==> config.mk <==
export PLATFORM = sky130hd
export DESIGN_NAME = control_fsm_flat
export DESIGN_NICKNAME = d
export VERILOG_FILES = /design/src/rtl/control_fsm_if.sv /design/src/rtl/control_fsm.sv /design/src/flat_wrapper.sv
export SDC_FILE = /design/constraint.sdc
export NUM_CORES = 1
export LEC_CHECK = 0
export BUFFER_PORTS_ARGS = -buffer_cell sky130_fd_sc_hd__buf_4
export CORE_AREA = 2 2 53 55
export DETAILED_ROUTE_END_ITERATION = 6
export DIE_AREA = 0 0 55 57
export GPL_TIMING_DRIVEN = 0
export PLACE_DENSITY = 0.92
export REMOVE_ABC_BUFFERS = 1
export SYNTH_ARGS = -nofsm -noshare
export SYNTH_HDL_FRONTEND = slang
export SYNTH_SLANG_ARGS = --single-unit
==> constraint.sdc <==
create_clock -name clk -period 3.9 [get_ports clk]
set_clock_uncertainty 0.1 [all_clocks]
set_input_delay 0 -clock clk [delete_from_list [all_inputs] [get_ports clk]]
set_output_delay 0 -clock clk [all_outputs]
set_load 0.01 [all_outputs]
==> src/rtl/control_fsm_if.sv <==
// ============================================================================
//  Module      : control_fsm_pkg / control_fsm_if
//  Description : RV32I control types and the control-to-datapath interface.
//  Revision    : 1.0  initial release
// ============================================================================
`default_nettype none

package control_fsm_pkg;

    typedef enum logic [6:0] {
        op_lui   = 7'b0110111,
        op_auipc = 7'b0010111,
        op_jal   = 7'b1101111,
        op_jalr  = 7'b1100111,
        op_br    = 7'b1100011,
        op_load  = 7'b0000011,
        op_store = 7'b0100011,
        op_imm   = 7'b0010011,
        op_reg   = 7'b0110011
    } rv32i_opcode;

    typedef enum logic [2:0] {
        alu_add, alu_sll, alu_sra, alu_sub, alu_xor, alu_srl, alu_or, alu_and
    } alu_ops;

    typedef enum logic [2:0] {
        beq = 3'b000, bne = 3'b001, blt = 3'b100,
        bge = 3'b101, bltu = 3'b110, bgeu = 3'b111
    } branch_funct3_t;

    typedef enum logic [2:0] {
        f3_add, f3_sll, f3_slt, f3_sltu, f3_xor, f3_sr, f3_or, f3_and
    } arith_funct3_t;

    typedef enum logic [2:0] {
        f3_lb = 3'b000, f3_lh = 3'b001, f3_lw = 3'b010,
        f3_lbu = 3'b100, f3_lhu = 3'b101
    } load_funct3_t;

    typedef enum logic [2:0] {
        f3_sb = 3'b000, f3_sh = 3'b001, f3_sw = 3'b010
    } store_funct3_t;

    typedef enum logic [1:0] {
        pcmux_pc_plus4, pcmux_alu_out, pcmux_alu_mod2
    } pcmux_sel_t;

    typedef enum logic {
        marmux_pc_out, marmux_alu_out
    } marmux_sel_t;

    typedef enum logic {
        cmpmux_rs2_out, cmpmux_i_imm
    } cmpmux_sel_t;

    typedef enum logic {
        alumux1_rs1_out, alumux1_pc_out
    } alumux1_sel_t;

    typedef enum logic [2:0] {
        alumux2_i_imm, alumux2_u_imm, alumux2_b_imm,
        alumux2_s_imm, alumux2_j_imm, alumux2_rs2_out
    } alumux2_sel_t;

    typedef enum logic [3:0] {
        regfilemux_alu_out, regfilemux_br_en, regfilemux_u_imm, regfilemux_lw,
        regfilemux_pc_plus4, regfilemux_lb, regfilemux_lbu, regfilemux_lh,
        regfilemux_lhu
    } regfilemux_sel_t;

endpackage

interface control_fsm_if;
    import control_fsm_pkg::*;

    logic [6:0]      opcode;
    logic [2:0]      funct3;
    logic [6:0]      funct7;
    logic            br_en;
    logic [31:0]     mem_address;
    logic            mem_resp;

    logic            load_pc;
    logic            load_ir;
    logic            load_regfile;
    logic            load_mar;
    logic            load_mdr;
    logic            load_data_out;
    pcmux_sel_t      pcmux_sel;
    alumux1_sel_t    alumux1_sel;
    alumux2_sel_t    alumux2_sel;
    regfilemux_sel_t regfilemux_sel;
    marmux_sel_t     marmux_sel;
    cmpmux_sel_t     cmpmux_sel;
    alu_ops          aluop;
    branch_funct3_t  cmp_op;
    logic            mem_read;
    logic            mem_write;
    logic [3:0]      mem_byte_enable;
    logic            halted;

    modport master (
        input  opcode, funct3, funct7, br_en, mem_address, mem_resp,
        output load_pc, load_ir, load_regfile, load_mar, load_mdr, load_data_out,
               pcmux_sel, alumux1_sel, alumux2_sel, regfilemux_sel, marmux_sel,
               cmpmux_sel, aluop, cmp_op, mem_read, mem_write, mem_byte_enable,
               halted
    );

    modport slave (
        output opcode, funct3, funct7, br_en, mem_address, mem_resp,
        input  load_pc, load_ir, load_regfile, load_mar, load_mdr, load_data_out,
               pcmux_sel, alumux1_sel, alumux2_sel, regfilemux_sel, marmux_sel,
               cmpmux_sel, aluop, cmp_op, mem_read, mem_write, mem_byte_enable,
               halted
    );

endinterface

`default_nettype wire

==> src/rtl/control_fsm.sv <==
// ============================================================================
//  Module      : control_fsm
//  Description : Multi-cycle RV32I control unit driving datapath enables/selects.
//  Revision    : 1.0  initial release
// ============================================================================
`default_nettype none

module control_fsm
    import control_fsm_pkg::*;
#(
    parameter bit TRAP_ON_ILLEGAL = 1'b1
) (
    input  logic          clk,
    input  logic          rst,
    control_fsm_if.master bus
);

    typedef enum logic [4:0] {
        S_FETCH1, S_FETCH2, S_FETCH3, S_DECODE,
        S_IMM, S_REG, S_LUI, S_AUIPC, S_BR, S_JAL, S_JALR,
        S_CALC_ADDR, S_LD1, S_LD2, S_ST1, S_ST2, S_HALT
    } state_t;

    state_t r_state;
    state_t w_next_state;

    always_ff @(posedge clk or negedge rst) begin
        if (!rst) begin
            r_state <= S_FETCH1;
        end else begin
            r_state <= w_next_state;
        end
    end

    // Outputs are gated by rst so a request in flight drops the moment reset asserts.
    always_comb begin
        w_next_state        = r_state;
        bus.load_pc         = 1'b0;
        bus.load_ir         = 1'b0;
        bus.load_regfile    = 1'b0;
        bus.load_mar        = 1'b0;
        bus.load_mdr        = 1'b0;
        bus.load_data_out   = 1'b0;
        bus.pcmux_sel       = pcmux_pc_plus4;
        bus.alumux1_sel     = alumux1_rs1_out;
        bus.alumux2_sel     = alumux2_i_imm;
        bus.regfilemux_sel  = regfilemux_alu_out;
        bus.marmux_sel      = marmux_pc_out;
        bus.cmpmux_sel      = cmpmux_rs2_out;
        bus.aluop           = alu_add;
        bus.cmp_op          = beq;
        bus.mem_read        = 1'b0;
        bus.mem_write       = 1'b0;
        bus.mem_byte_enable = 4'b0000;
        bus.halted          = 1'b0;

        if (rst) begin
            case (r_state)
                S_FETCH1: begin
                    bus.load_mar   = 1'b1;
                    bus.marmux_sel = marmux_pc_out;
                    w_next_state   = S_FETCH2;
                end
                S_FETCH2: begin
                    bus.mem_read = 1'b1;
                    bus.load_mdr = 1'b1;
                    if (bus.mem_resp) begin
                        w_next_state = S_FETCH3;
                    end
                end
                S_FETCH3: begin
                    bus.load_ir  = 1'b1;
                    w_next_state = S_DECODE;
                end
                S_DECODE: begin
                    case (bus.opcode)
                        op_imm:   w_next_state = S_IMM;
                        op_reg:   w_next_state = S_REG;
                        op_lui:   w_next_state = S_LUI;
                        op_auipc: w_next_state = S_AUIPC;
                        op_br:    w_next_state = S_BR;
                        op_jal:   w_next_state = S_JAL;
                        op_jalr:  w_next_state = S_JALR;
                        op_load,
                        op_store: w_next_state = S_CALC_ADDR;
                        default: begin
                            if (TRAP_ON_ILLEGAL) begin
                                w_next_state = S_HALT;
                            end else begin
                                // No free execute state for a no-op, so PC+4 retires here.
                                bus.load_pc   = 1'b1;
                                bus.pcmux_sel = pcmux_pc_plus4;
                                w_next_state  = S_FETCH1;
                            end
                        end
                    endcase
                end
                S_IMM, S_REG: begin
                    bus.load_regfile = 1'b1;
                    bus.load_pc      = 1'b1;
                    bus.pcmux_sel    = pcmux_pc_plus4;
                    bus.alumux2_sel  = (r_state == S_IMM) ? alumux2_i_imm : alumux2_rs2_out;
                    bus.aluop        = alu_ops'(bus.funct3);
                    case (bus.funct3)
                        f3_slt, f3_sltu: begin
                            bus.regfilemux_sel = regfilemux_br_en;
                            bus.cmp_op         = (bus.funct3 == f3_slt) ? blt : bltu;
                            bus.cmpmux_sel     = (r_state == S_IMM) ? cmpmux_i_imm : cmpmux_rs2_out;
                        end
                        f3_sr: begin
                            if (bus.funct7[5]) begin
                                bus.aluop = alu_sra;
                            end
                        end
                        f3_add: begin
                            if ((r_state == S_REG) && bus.funct7[5]) begin
                                bus.aluop = alu_sub;
                            end
                        end
                        default: ;
                    endcase
                    w_next_state = S_FETCH1;
                end
                S_LUI: begin
                    bus.regfilemux_sel = regfilemux_u_imm;
                    bus.load_regfile   = 1'b1;
                    bus.load_pc        = 1'b1;
                    w_next_state       = S_FETCH1;
                end
                S_AUIPC: begin
                    bus.alumux1_sel    = alumux1_pc_out;
                    bus.alumux2_sel    = alumux2_u_imm;
                    bus.regfilemux_sel = regfilemux_alu_out;
                    bus.load_regfile   = 1'b1;
                    bus.load_pc        = 1'b1;
                    w_next_state       = S_FETCH1;
                end
                S_BR: begin
                    bus.alumux1_sel = alumux1_pc_out;
                    bus.alumux2_sel = alumux2_b_imm;
                    bus.cmpmux_sel  = cmpmux_rs2_out;
                    bus.cmp_op      = branch_funct3_t'(bus.funct3);
                    bus.pcmux_sel   = bus.br_en ? pcmux_alu_out : pcmux_pc_plus4;
                    bus.load_pc     = 1'b1;
                    w_next_state    = S_FETCH1;
                end
                S_JAL: begin
                    bus.alumux1_sel    = alumux1_pc_out;
                    bus.alumux2_sel    = alumux2_j_imm;
                    bus.pcmux_sel      = pcmux_alu_out;
                    bus.regfilemux_sel = regfilemux_pc_plus4;
                    bus.load_regfile   = 1'b1;
                    bus.load_pc        = 1'b1;
                    w_next_state       = S_FETCH1;
                end
                S_JALR: begin
                    bus.alumux1_sel    = alumux1_rs1_out;
                    bus.alumux2_sel    = alumux2_i_imm;
                    bus.pcmux_sel      = pcmux_alu_mod2;
                    bus.regfilemux_sel = regfilemux_pc_plus4;
                    bus.load_regfile   = 1'b1;
                    bus.load_pc        = 1'b1;
                    w_next_state       = S_FETCH1;
                end
                S_CALC_ADDR: begin
                    bus.marmux_sel = marmux_alu_out;
                    bus.load_mar   = 1'b1;
                    if (bus.opcode == op_store) begin
                        bus.alumux2_sel   = alumux2_s_imm;
                        bus.load_data_out = 1'b1;
                        w_next_state      = S_ST1;
                    end else begin
                        bus.alumux2_sel = alumux2_i_imm;
                        w_next_state    = S_LD1;
                    end
                end
                S_LD1: begin
                    bus.mem_read = 1'b1;
                    bus.load_mdr = 1'b1;
                    if (bus.mem_resp) begin
                        w_next_state = S_LD2;
                    end
                end
                S_LD2: begin
                    bus.load_regfile = 1'b1;
                    bus.load_pc      = 1'b1;
                    case (bus.funct3)
                        f3_lb:   bus.regfilemux_sel = regfilemux_lb;
                        f3_lh:   bus.regfilemux_sel = regfilemux_lh;
                        f3_lbu:  bus.regfilemux_sel = regfilemux_lbu;
                        f3_lhu:  bus.regfilemux_sel = regfilemux_lhu;
                        default: bus.regfilemux_sel = regfilemux_lw;
                    endcase
                    w_next_state = S_FETCH1;
                end
                S_ST1: begin
                    bus.mem_write = 1'b1;
                    case (bus.funct3)
                        f3_sb:   bus.mem_byte_enable = 4'b0001 << bus.mem_address[1:0];
                        f3_sh:   bus.mem_byte_enable = 4'b0011 << {bus.mem_address[1], 1'b0};
                        f3_sw:   bus.mem_byte_enable = 4'b1111;
                        default: bus.mem_byte_enable = 4'b0000;
                    endcase
                    if (bus.mem_resp) begin
                        w_next_state = S_ST2;
                    end
                end
                S_ST2: begin
                    bus.load_pc  = 1'b1;
                    w_next_state = S_FETCH1;
                end
                S_HALT: begin
                    bus.halted = 1'b1;
                end
                default: begin
                    w_next_state = S_FETCH1;
                end
            endcase
        end
    end

endmodule

`default_nettype wire
==> src/flat_wrapper.sv <==
// flat-port wrapper written by rule: the top's interface ports become plain ports
module control_fsm_flat import control_fsm_pkg::*;
#(
    parameter bit TRAP_ON_ILLEGAL = 1'b1
)
  (clk, rst, bus_opcode, bus_funct3, bus_funct7, bus_br_en, bus_mem_address, bus_mem_resp, bus_load_pc, bus_load_ir, bus_load_regfile, bus_load_mar, bus_load_mdr, bus_load_data_out, bus_pcmux_sel, bus_alumux1_sel, bus_alumux2_sel, bus_regfilemux_sel, bus_marmux_sel, bus_cmpmux_sel, bus_aluop, bus_cmp_op, bus_mem_read, bus_mem_write, bus_mem_byte_enable, bus_halted);
  control_fsm_if bus_i ();
  input  logic clk;
  input  logic rst;
  input wire logic [$bits(bus_i.opcode)-1:0] bus_opcode;
  input wire logic [$bits(bus_i.funct3)-1:0] bus_funct3;
  input wire logic [$bits(bus_i.funct7)-1:0] bus_funct7;
  input wire logic [$bits(bus_i.br_en)-1:0] bus_br_en;
  input wire logic [$bits(bus_i.mem_address)-1:0] bus_mem_address;
  input wire logic [$bits(bus_i.mem_resp)-1:0] bus_mem_resp;
  output wire logic [$bits(bus_i.load_pc)-1:0] bus_load_pc;
  output wire logic [$bits(bus_i.load_ir)-1:0] bus_load_ir;
  output wire logic [$bits(bus_i.load_regfile)-1:0] bus_load_regfile;
  output wire logic [$bits(bus_i.load_mar)-1:0] bus_load_mar;
  output wire logic [$bits(bus_i.load_mdr)-1:0] bus_load_mdr;
  output wire logic [$bits(bus_i.load_data_out)-1:0] bus_load_data_out;
  output wire logic [$bits(bus_i.pcmux_sel)-1:0] bus_pcmux_sel;
  output wire logic [$bits(bus_i.alumux1_sel)-1:0] bus_alumux1_sel;
  output wire logic [$bits(bus_i.alumux2_sel)-1:0] bus_alumux2_sel;
  output wire logic [$bits(bus_i.regfilemux_sel)-1:0] bus_regfilemux_sel;
  output wire logic [$bits(bus_i.marmux_sel)-1:0] bus_marmux_sel;
  output wire logic [$bits(bus_i.cmpmux_sel)-1:0] bus_cmpmux_sel;
  output wire logic [$bits(bus_i.aluop)-1:0] bus_aluop;
  output wire logic [$bits(bus_i.cmp_op)-1:0] bus_cmp_op;
  output wire logic [$bits(bus_i.mem_read)-1:0] bus_mem_read;
  output wire logic [$bits(bus_i.mem_write)-1:0] bus_mem_write;
  output wire logic [$bits(bus_i.mem_byte_enable)-1:0] bus_mem_byte_enable;
  output wire logic [$bits(bus_i.halted)-1:0] bus_halted;
  assign bus_i.opcode = bus_opcode;
  assign bus_i.funct3 = bus_funct3;
  assign bus_i.funct7 = bus_funct7;
  assign bus_i.br_en = bus_br_en;
  assign bus_i.mem_address = bus_mem_address;
  assign bus_i.mem_resp = bus_mem_resp;
  assign bus_load_pc = bus_i.load_pc;
  assign bus_load_ir = bus_i.load_ir;
  assign bus_load_regfile = bus_i.load_regfile;
  assign bus_load_mar = bus_i.load_mar;
  assign bus_load_mdr = bus_i.load_mdr;
  assign bus_load_data_out = bus_i.load_data_out;
  assign bus_pcmux_sel = bus_i.pcmux_sel;
  assign bus_alumux1_sel = bus_i.alumux1_sel;
  assign bus_alumux2_sel = bus_i.alumux2_sel;
  assign bus_regfilemux_sel = bus_i.regfilemux_sel;
  assign bus_marmux_sel = bus_i.marmux_sel;
  assign bus_cmpmux_sel = bus_i.cmpmux_sel;
  assign bus_aluop = bus_i.aluop;
  assign bus_cmp_op = bus_i.cmp_op;
  assign bus_mem_read = bus_i.mem_read;
  assign bus_mem_write = bus_i.mem_write;
  assign bus_mem_byte_enable = bus_i.mem_byte_enable;
  assign bus_halted = bus_i.halted;
  control_fsm #(.TRAP_ON_ILLEGAL(TRAP_ON_ILLEGAL)) u_core (.clk(clk), .rst(rst), .bus(bus_i));
endmodule
* Yosys cells after proc, flatten, opt, wreduce, memory -nomap -nowiden
Index checks and enable logic that the tools add are counted.
** Storage, ports and cells
- Flip-flop bits (word level) :: 5
- Bits of input ports :: 53
- Output and inout port bits :: 31
- Word-level logic and storage cells :: 104
** Operators by class
- Equality and inequality tests :: 33
- Shift operators :: 2
- Mux-type cells :: 54
- Bitwise operators :: 1
- Reduce and logical (&&, ||, !) cells :: 13
** Operators by type and width (count)
- one-hot mux 5 bit (8 select lines) :: 2
- == test 5 x 4 -> 1 bit, second input constant :: 8
- one-hot mux 4 bit (4 select lines) :: 2
- two-way mux 1 bit :: 27
- two-way mux 3 bit :: 8
- == test 7 x 6 -> 1 bit, second input constant :: 3
- == test 7 bit, second input constant :: 3
- == test 5 x 3 -> 1 bit, second input constant :: 4
- two-way mux 5 bit :: 3
- one-hot mux 3 bit (5 select lines) :: 1
- == test 7 x 5 -> 1 bit, second input constant :: 2
- two-way mux 4 bit :: 3
- one-hot mux 3 bit (2 select lines) :: 2
- one-hot mux 4 bit (3 select lines) :: 1
- OR reduction 2 bit :: 6
- == test 5 x 2 -> 1 bit, second input constant :: 2
- OR reduction 9 bit :: 1
- two-way mux 2 bit :: 4
- == test 7 x 2 -> 1 bit, second input constant :: 1
- OR reduction 7 bit :: 1
- == test 3 x 2 -> 1 bit, second input constant :: 2
- == test 3 bit, second input constant :: 2
- inequality test 2 bit, second input constant :: 3
- one-hot mux 2 bit (3 select lines) :: 1
- 11 further kinds :: 11

* Logic depth before layout (Yosys ltp)
Gate-level depths: netlist (run 1).
- Depth after elaboration :: 6
- Depth in mapped cells :: 6
- Mapped depth without buffers :: 4

* Worst setup path after synthesis (run 1)
No wires, ideal clock.
- Path kind :: reg-to-output
- Start point :: register u_core.r_state[3]
- End point :: output bus_aluop[1]
- Data arrival time :: 1.685 ns
- Data required time :: 3.800 ns
- Slack :: 2.115 ns
- Cell stages (with the launch flop) :: 7
- Path buffers :: 2
- Cells stage by stage :: dfrtp_1 -> buf_2 -> or3b_2 -> buf_2 -> nor4_1 -> o21ai_0 -> a21boi_0
** Between the ends
- Word-level cells in the longest chain between the ends :: 6
- Elaborated cells on any way between the ends :: 8
- Classes of those cells :: eq/ne: 2; mux: 4; reduce/logical: 2
** RTL lines
- start, declared :: line control_fsm.sv:24 : state_t r_state;
- start signal, assigned :: line control_fsm.sv:31 : r_state <= w_next_state;
- == test 5 x 3 -> 1 bit :: line control_fsm.sv:58, control_fsm.sv:116
- logical AND 1 bit :: line control_fsm.sv:116 : if ((r_state == S_REG) && bus.funct7[5]) begin
- two-way mux 3 bit :: line control_fsm.sv:116
- one-hot mux 3 bit (2 select lines) :: line control_fsm.sv:104 : case (bus.funct3)
- two-way mux 3 bit (*) :: line control_fsm.sv:58 : case (r_state)
- two-way mux 3 bit (*) :: line control_fsm.sv:57 : if (rst) begin
- end, declared :: line flat_wrapper.sv:28 : output wire logic [$bits(bus_i.aluop)-1:0] bus_aluop;
Every way passes the cells marked *; elsewhere a longest branch is shown, timed or not.

* Worst setup path after layout (run 1)
- Start point :: register u_core.r_state[3]
- End point :: output bus_alumux2_sel[1]
** Between the ends
- Word-level cells in the longest chain between the ends :: 4
- Elaborated cells on any way between the ends :: 9
- Classes of those cells :: eq/ne: 6; mux: 2; reduce/logical: 1
** RTL lines
- == test 5 x 3 -> 1 bit :: line control_fsm.sv:58
- OR reduction 2 bit :: line control_fsm.sv:58
- one-hot mux 3 bit (5 select lines) (*) :: line control_fsm.sv:58
- two-way mux 3 bit (*) :: line control_fsm.sv:57
- end, declared :: line flat_wrapper.sv:24 : output wire logic [$bits(bus_i.alumux2_sel)-1:0] bus_alumux2_sel;
Marked as above.

==> flow_summary.yaml, run 1 <==
clocking:
  ctsResizeCount: 0
  cts_made_buffers: 3
  path_clk_slew_ns: 0.04
  cts_sinks: 5
  cts_tree: "yes"
  root_buffer: "clkbuf_4"
  htree_levels: 1
  clk_latency_ns: 0.24
  cts_buffer_depth: 2
  post_cts_buffers: 0
synthesis:
  synth-seq-cells: 5
  synth_edf_count: 0
  synthArstFlopShare: 1.00
  syn_inst: 162
  synth.avg_cell_area_um2: 6.53
  yosys_warnings: 0
  ys_seq_area_frac: 0.118
  synth_compound_area_frac: 0.294
  synth_area_leaders: "dfrtp_1 (12%), a21oi_1 (8.0%), nor2_1 (6.4%)"
  yosys-top-cells-count: "nor2_1 (18), a21oi_1 (17), nand2_1 (14), o21ai_0 (12), nor3_1 (9)"
  synth_top_area_frac: 0.118
  synth_simple_gate_area_frac: 0.436
  syn_area_um2: 1060
  synthDistinctLibCells: 49
  synth_top_family_by_area: "simple AND/OR/NAND/NOR gates"
  yosysTopAreaCell: "dfrtp_1"
  synthAdderAreaFrac: 0
  yosysMostFrequentCell: "nor2_1"
  yosys-mux-area-fraction: 0.0402
  synth_xor_area_frac: 0.0248
  synth-main-ff-cell: "dfrtp_1"
sta:
  finalCritPeriodShare: 0.633
  setup_tns_ns: 0
  finalHoldViolCount: 0
  slew_headroom: 0.513
  finalCriticalPeriod_ns: 2.47
  worst_slack_ns: 1.43
  worst_hold_slack_ns: 0.0189
  rsz0062_at_grt: "false"
  fmax_mhz: 405
  worst_pin_slew_ns: 0.731
  setup-violations-final: 0
  slew_viol_final: 0
setup_path:
  required_ns: 3.80
  worst-setup-path-type: "reg -> out"
  cp_max_fo: 20
  slowest_stage: "dfrtp_1"
  timing.rr.start: "u_core.r_state[3]"
  slowest_delay_ns: 0.70
  r2r-end: "u_core.r_state[1]"
  cp-start-kind: "flip-flop"
  worst-r2r-setup-slack_ns: 1.74
  critical_path.cell_chain: "or3b_4 -> or4_4 -> o21ai_0 -> and3b_1 -> buf_4"
  r2r_cells: 4
  cp.arrival_ns: 2.37
  worstSetupEndpointType: "output pin"
final_layout:
  antenna_cells: 0
  largest_reg_flops: 5
  top_register: "u_core.r_state"
  ff_latch_area_um2: 125
  fin_area_um2: 1430
  fin_nets: 255
  top_regs: "u_core.r_state: 5 flops"
  fin_util: 0.545
  multi_input_area_um2: 842
  syn_to_final_growth_pct: 34.6
  fillers: 269
  layoutNonFillerInstCount: 232
  final_layout_size_suffix_gt1_frac: 0.294
route:
  via_per_inst: 5.84
  drc: 0
  dr_total_vias: 1354
  wirelength_um: 3030
  drtPass1Iterations: 5
  wl_per_cell_um: 13.0
  ant_nets: 0
  drt_iter0_markers: 38
die:
  rows: 19
  ios: 84
  dieArea_um2: 3140
  dieWidth_um: 55
  die_h_um: 57
  start_util: 0.405
  design.core.area_um2: 2620
placement:
  place_ws_ns: 1.69
  dp.cells: 227
  place_congestion: 0.824
  placed_cell_area_um2: 1390
  portBuffers: 47
  hpwl_um: 2320
global_route:
  use_met2: 0.323
  grt_pass1_wl_um: 4700
  grt_pass1_vias: 1134
  met1_usage: 0.241
  grtUsageMet3: 0.0209
  grt-busiest-layer: "met2"
  grt_usage: 0.191
  grt_max_degree: 25
  antenna_found_initial: 0
  grt-ovfl-total: 0
job:
  drv_cap: 0
power:
  power_uw: 425
  peakVddDrop_v: 0.000267
  cellPowerDensity_nw_per_um2: 298
  p_leak_nw: 0.631
min_path:
  hold_path.class: "in -> async"
run_status:
  outcome: "completed"
==> cells in the final DEF, fill, tap and decap left out, types with 2 or more instances in the layout <==
master     count
a21oi_1       17
and3_1         2
and3b_1        3
and4b_1        2
buf_4         47
clkbuf_4       3
dfrtp_1        5
inv_1          8
mux2_2         2
mux2i_1        2
nand2_1       14
nand2b_1       5
nand3b_1       2
nor2_1        18
nor2b_1        4
nor3_1         9
nor4_1         3
nor4b_1        4
o2111ai_1      2
o211ai_1       2
o21a_1         3
o21ai_0       12
o31ai_1        2
o32a_1         2
or3_1          3
xnor2_1        2
==> critical path: cells and delay by family (launching register included) <==
kind                   cells  cell delay [ns]
buffers and inverters      1             0.12
and+or+nand+nor            3             1.22
DFF                        1             0.70
AOI/OAI and AO/OA          1             0.08
==> power breakdown <==
part / total, mW / internal, mW / switching, mW
Combinational: 0.224 / 0.119 / 0.105
Clock: 0.0585 / 0.0386 / 0.0199
Sequential: 0.143 / 0.0651 / 0.0776
Total: 0.425 / 0.222 / 0.203
==> logic make-up after synthesis <==
logic type	after synthesis
AND/OR/NAND/NOR	80
AO/OA/AOI/OAI	49
buffers and inverters	21
flip-flops	5
multiplexers	4
XOR/XNOR	3
==> final cells by class <==
type,instances,area share
Clock buffer,4,0.0184
Sequential cell,5,0.0878
Inverter,8,0.0211
Multi-Input combinational cell,136,0.591
Tap cell,31,0.0272
Timing Repair Buffer,48,0.255
==> worst max-delay path by stage <==
stage                                 start  slack, ns  depth (start not counted)                    end
final                     u_core.r_state[3]       1.43                          5     bus_alumux2_sel[1]
after CTS                 u_core.r_state[3]       1.43                          5     bus_alumux2_sel[1]
after detailed placement  u_core.r_state[3]       1.69                          5     bus_alumux2_sel[1]
after floorplan           u_core.r_state[3]       1.96                          4      u_core.r_state[1]
after global placement    u_core.r_state[3]       1.72                          5     bus_alumux2_sel[1]
after global routing      u_core.r_state[2]       1.17                          5  bus_regfilemux_sel[0]
==> repair_timing <==
action / in CTS / in global routing
setup endpoints to repair: 0 / 0
hold endpoints to repair: 5 / 0
hold buffers: 1 / 0
==> per-layer routing <==
metal	vias to the layer above	part of all wire
li1	675	-
met1	611	0.41
met2	62	0.49
met3	6	0.075
met4	0	0.019
met5	-	0
Power figures use the tool's default switching activity.
==> run 2, diff against run 1 <==
--- a/config.mk
+++ b/config.mk
@@ -5,12 +5,13 @@
 export SDC_FILE = /design/constraint.sdc
 export NUM_CORES = 1
 export LEC_CHECK = 0
+export ABC_AREA = 1
 export BUFFER_PORTS_ARGS = -buffer_cell sky130_fd_sc_hd__buf_4
-export CORE_AREA = 2 2 53 55
+export CORE_AREA = 2 2 54 56
 export DETAILED_ROUTE_END_ITERATION = 6
-export DIE_AREA = 0 0 55 57
+export DIE_AREA = 0 0 56 58
 export GPL_TIMING_DRIVEN = 0
-export PLACE_DENSITY = 0.92
+export PLACE_DENSITY = 0.87
 export REMOVE_ABC_BUFFERS = 1
 export SYNTH_ARGS = -nofsm -noshare
 export SYNTH_HDL_FRONTEND = slang
==> constraint.sdc (replaced) <==
create_clock -name clk -period 2.49 [get_ports clk]
set_clock_uncertainty 0.1 [all_clocks]
set_input_delay 0 -clock clk [delete_from_list [all_inputs] [get_ports clk]]
set_output_delay 0 -clock clk [all_outputs]
set_load 0.01 [all_outputs]
==> flow_summary.yaml, run 2 <==
run_status:
  outcome: "completed"
placement:
  place_congestion: 0.879
  portBuffers: 47
  hpwl_um: 2320
clocking:
  cts_buffer_depth: 2
  post_cts_buffers: 0
  path_clk_slew_ns: 0.04
  cts_made_buffers: 3
  ctsResizeCount: 0
  htree_levels: 1
  root_buffer: "clkbuf_4"
  cts_sinks: 5
  clk_latency_ns: 0.23
  cts_tree: "yes"
route:
  wirelength_um: 2840
  wl_per_cell_um: 10.8
  dr_total_vias: 1354
  drt_iter0_markers: 57
  via_per_inst: 5.15
  drc: 0
  ant_nets: 0
  drtPass1Iterations: 4
setup_path:
  r2r_cells: 7
  crit_path_frequent_cell: "nor2_2"
  critical_path.cell_chain: "inv_1 -> nor2_2 -> nand2_2 -> nor2_2 -> nand2_1 -> a21oi_1 -> buf_4"
  path_buf_inv: 2
  cp.arrival_ns: 1.79
  cp_max_fo: 9
  slowest_delay_ns: 0.55
  cp-start-kind: "flip-flop"
  worst-setup-path-type: "reg -> out"
  slowest_stage: "dfrtp_1"
  required_ns: 2.39
  worstSetupEndpointType: "output pin"
  cp_top_family: "flip-flops"
  cp.depth: 7
sta:
  setup-violations-final: 0
  slew_headroom: 0.537
  slew_viol_final: 0
  finalCriticalPeriod_ns: 1.89
  finalCritPeriodShare: 0.758
  rsz0062_at_grt: "false"
  worst_pin_slew_ns: 0.689
  fmax_mhz: 530
  finalHoldViolCount: 0
  setup_tns_ns: 0
final_layout:
  antenna_cells: 0
  largest_reg_flops: 5
  final_layout_size_suffix_gt1_frac: 0.319
  fin_nets: 286
  top_register: "u_core.r_state"
  syn_to_final_growth_pct: 40.0
  layout_common_cells: "nand2_1 (51), buf_4 (47), nor2_1 (28)"
  top_regs: "u_core.r_state: 5 flops"
  final_common_cell: "nand2_1"
power:
  p_sw_frac: 0.511
  power_frac_seq: 0.258
  intPower_uw: 307
  combPwrFrac: 0.597
  peakVddDrop_v: 0.000301
  power_uw: 628
  clkPwrFrac: 0.146
  power.switching_uw: 321
  p_leak_nw: 0.742
  cellPowerDensity_nw_per_um2: 448
global_route:
  grt_pass1_vias: 1233
  grt_pass1_wl_um: 4880
  grt_usage: 0.179
  grt-ovfl-total: 0
  grt_max_degree: 17
  antenna_found_initial: 0
synthesis:
  synth-main-ff-cell: "dfrtp_1"
  synth_edf_count: 0
  yosysMostFrequentCell: "nand2_1"
  synthDistinctLibCells: 32
  yosys_warnings: 0
  synth.avg_cell_area_um2: 5.45
  syn_inst: 184
  yosys-top-cells-count: "nand2_1 (51), nor2_1 (28), inv_1 (17), nand3_1 (16), a21oi_1 (8)"
  synth-seq-cells: 5
  synth_area_leaders: "nand2_1 (19%), dfrtp_1 (12%), nor2_1 (10%)"
  syn_area_um2: 1000
  ys_seq_area_frac: 0.125
  synth_top_area_frac: 0.191
  yosysTopAreaCell: "nand2_1"
  synthArstFlopShare: 1.00
min_path:
  hold_path.class: "in -> async"
die:
  ios: 84
  rows: 19
  dieWidth_um: 56
  dieArea_um2: 3250
  design.core.area_um2: 2660
  die_h_um: 58
  start_util: 0.376
job:
  drv_cap: 0
-- run 2: cell count changes after synthesis, moves of 9 or more --
cell	change
nand2_1	+37
inv_1	+9
nand3_1	+15
a21oi_1	-9
nor2_1	+10
-- run 2: cells by family after synthesis --
kind of cell | share of synthesized area
compound gates | 0.182
buf+inv | 0.117
xor+xnor | 0.00874
simple gates | 0.567
flops | 0.125
-- run 2: final timing paths --
check | start | endpoint | slack [ns]
worst min register to register | u_core.r_state[2] | u_core.r_state[2] | 0.51
min in group clk | bus_mem_resp | u_core.r_state[3] | 0.09
max in group asynchronous | rst | u_core.r_state[0] | 2.11
worst max register to register | u_core.r_state[0] | u_core.r_state[4] | 0.85
worst max-delay path | u_core.r_state[0] | bus_aluop[0] | 0.60
worst min-delay path | rst | u_core.r_state[3] | 0.04
-- run 2: layout make-up --
class | count | area (um^2)
Clock buffer | 4 | 26.3
Sequential cell | 5 | 125
Multi-Input combinational cell | 151 | 759
Fill cell | 276 | 1260
Tap cell | 31 | 38.8
Inverter | 24 | 90.1
Timing Repair Buffer | 48 | 363
-- run 2: routing by layer --
metal	global-route usage	share of wire	up-vias
met5	0	0	-
met4	0.0578	0	0
met3	0.0335	0.076	0
met2	0.323	0.49	57
met1	0.215	0.43	598
li1	-	-	699
-- run 2: power by group through the flow --
stage / registers, mW / clock network, mW / logic (mW)
4_1_cts: 0.161 / 0.0940 / 0.377
2_1_floorplan: 0.152 / 0 / 0.262
6_report: 0.162 / 0.0915 / 0.375
3_5_place_dp: 0.162 / 0 / 0.374
5_1_grt: 0.167 / 0.100 / 0.421
3_3_place_gp: 0.160 / 0 / 0.368
-- run 2: per-stage QoR --
step	setup WS (ns)	instance area, um^2	hold WS, ns	utilization	instances
after floorplan	1.08	975	-0.396	-	180
after global placement	0.895	1370	-0.261	0.513	258
after detailed placement	0.876	1370	-0.260	0.513	258
after CTS	0.624	1400	0.0329	0.527	263
after global routing	0.497	1400	0.0588	0.527	263
final	0.603	1400	0.0379	0.527	263
-- run 2: what timing repair did --
item | CTS | global route
hold endpoints to repair | 5 | 0
endpoints found under the setup margin | 0 | 0
hold buffers | 1 | 0
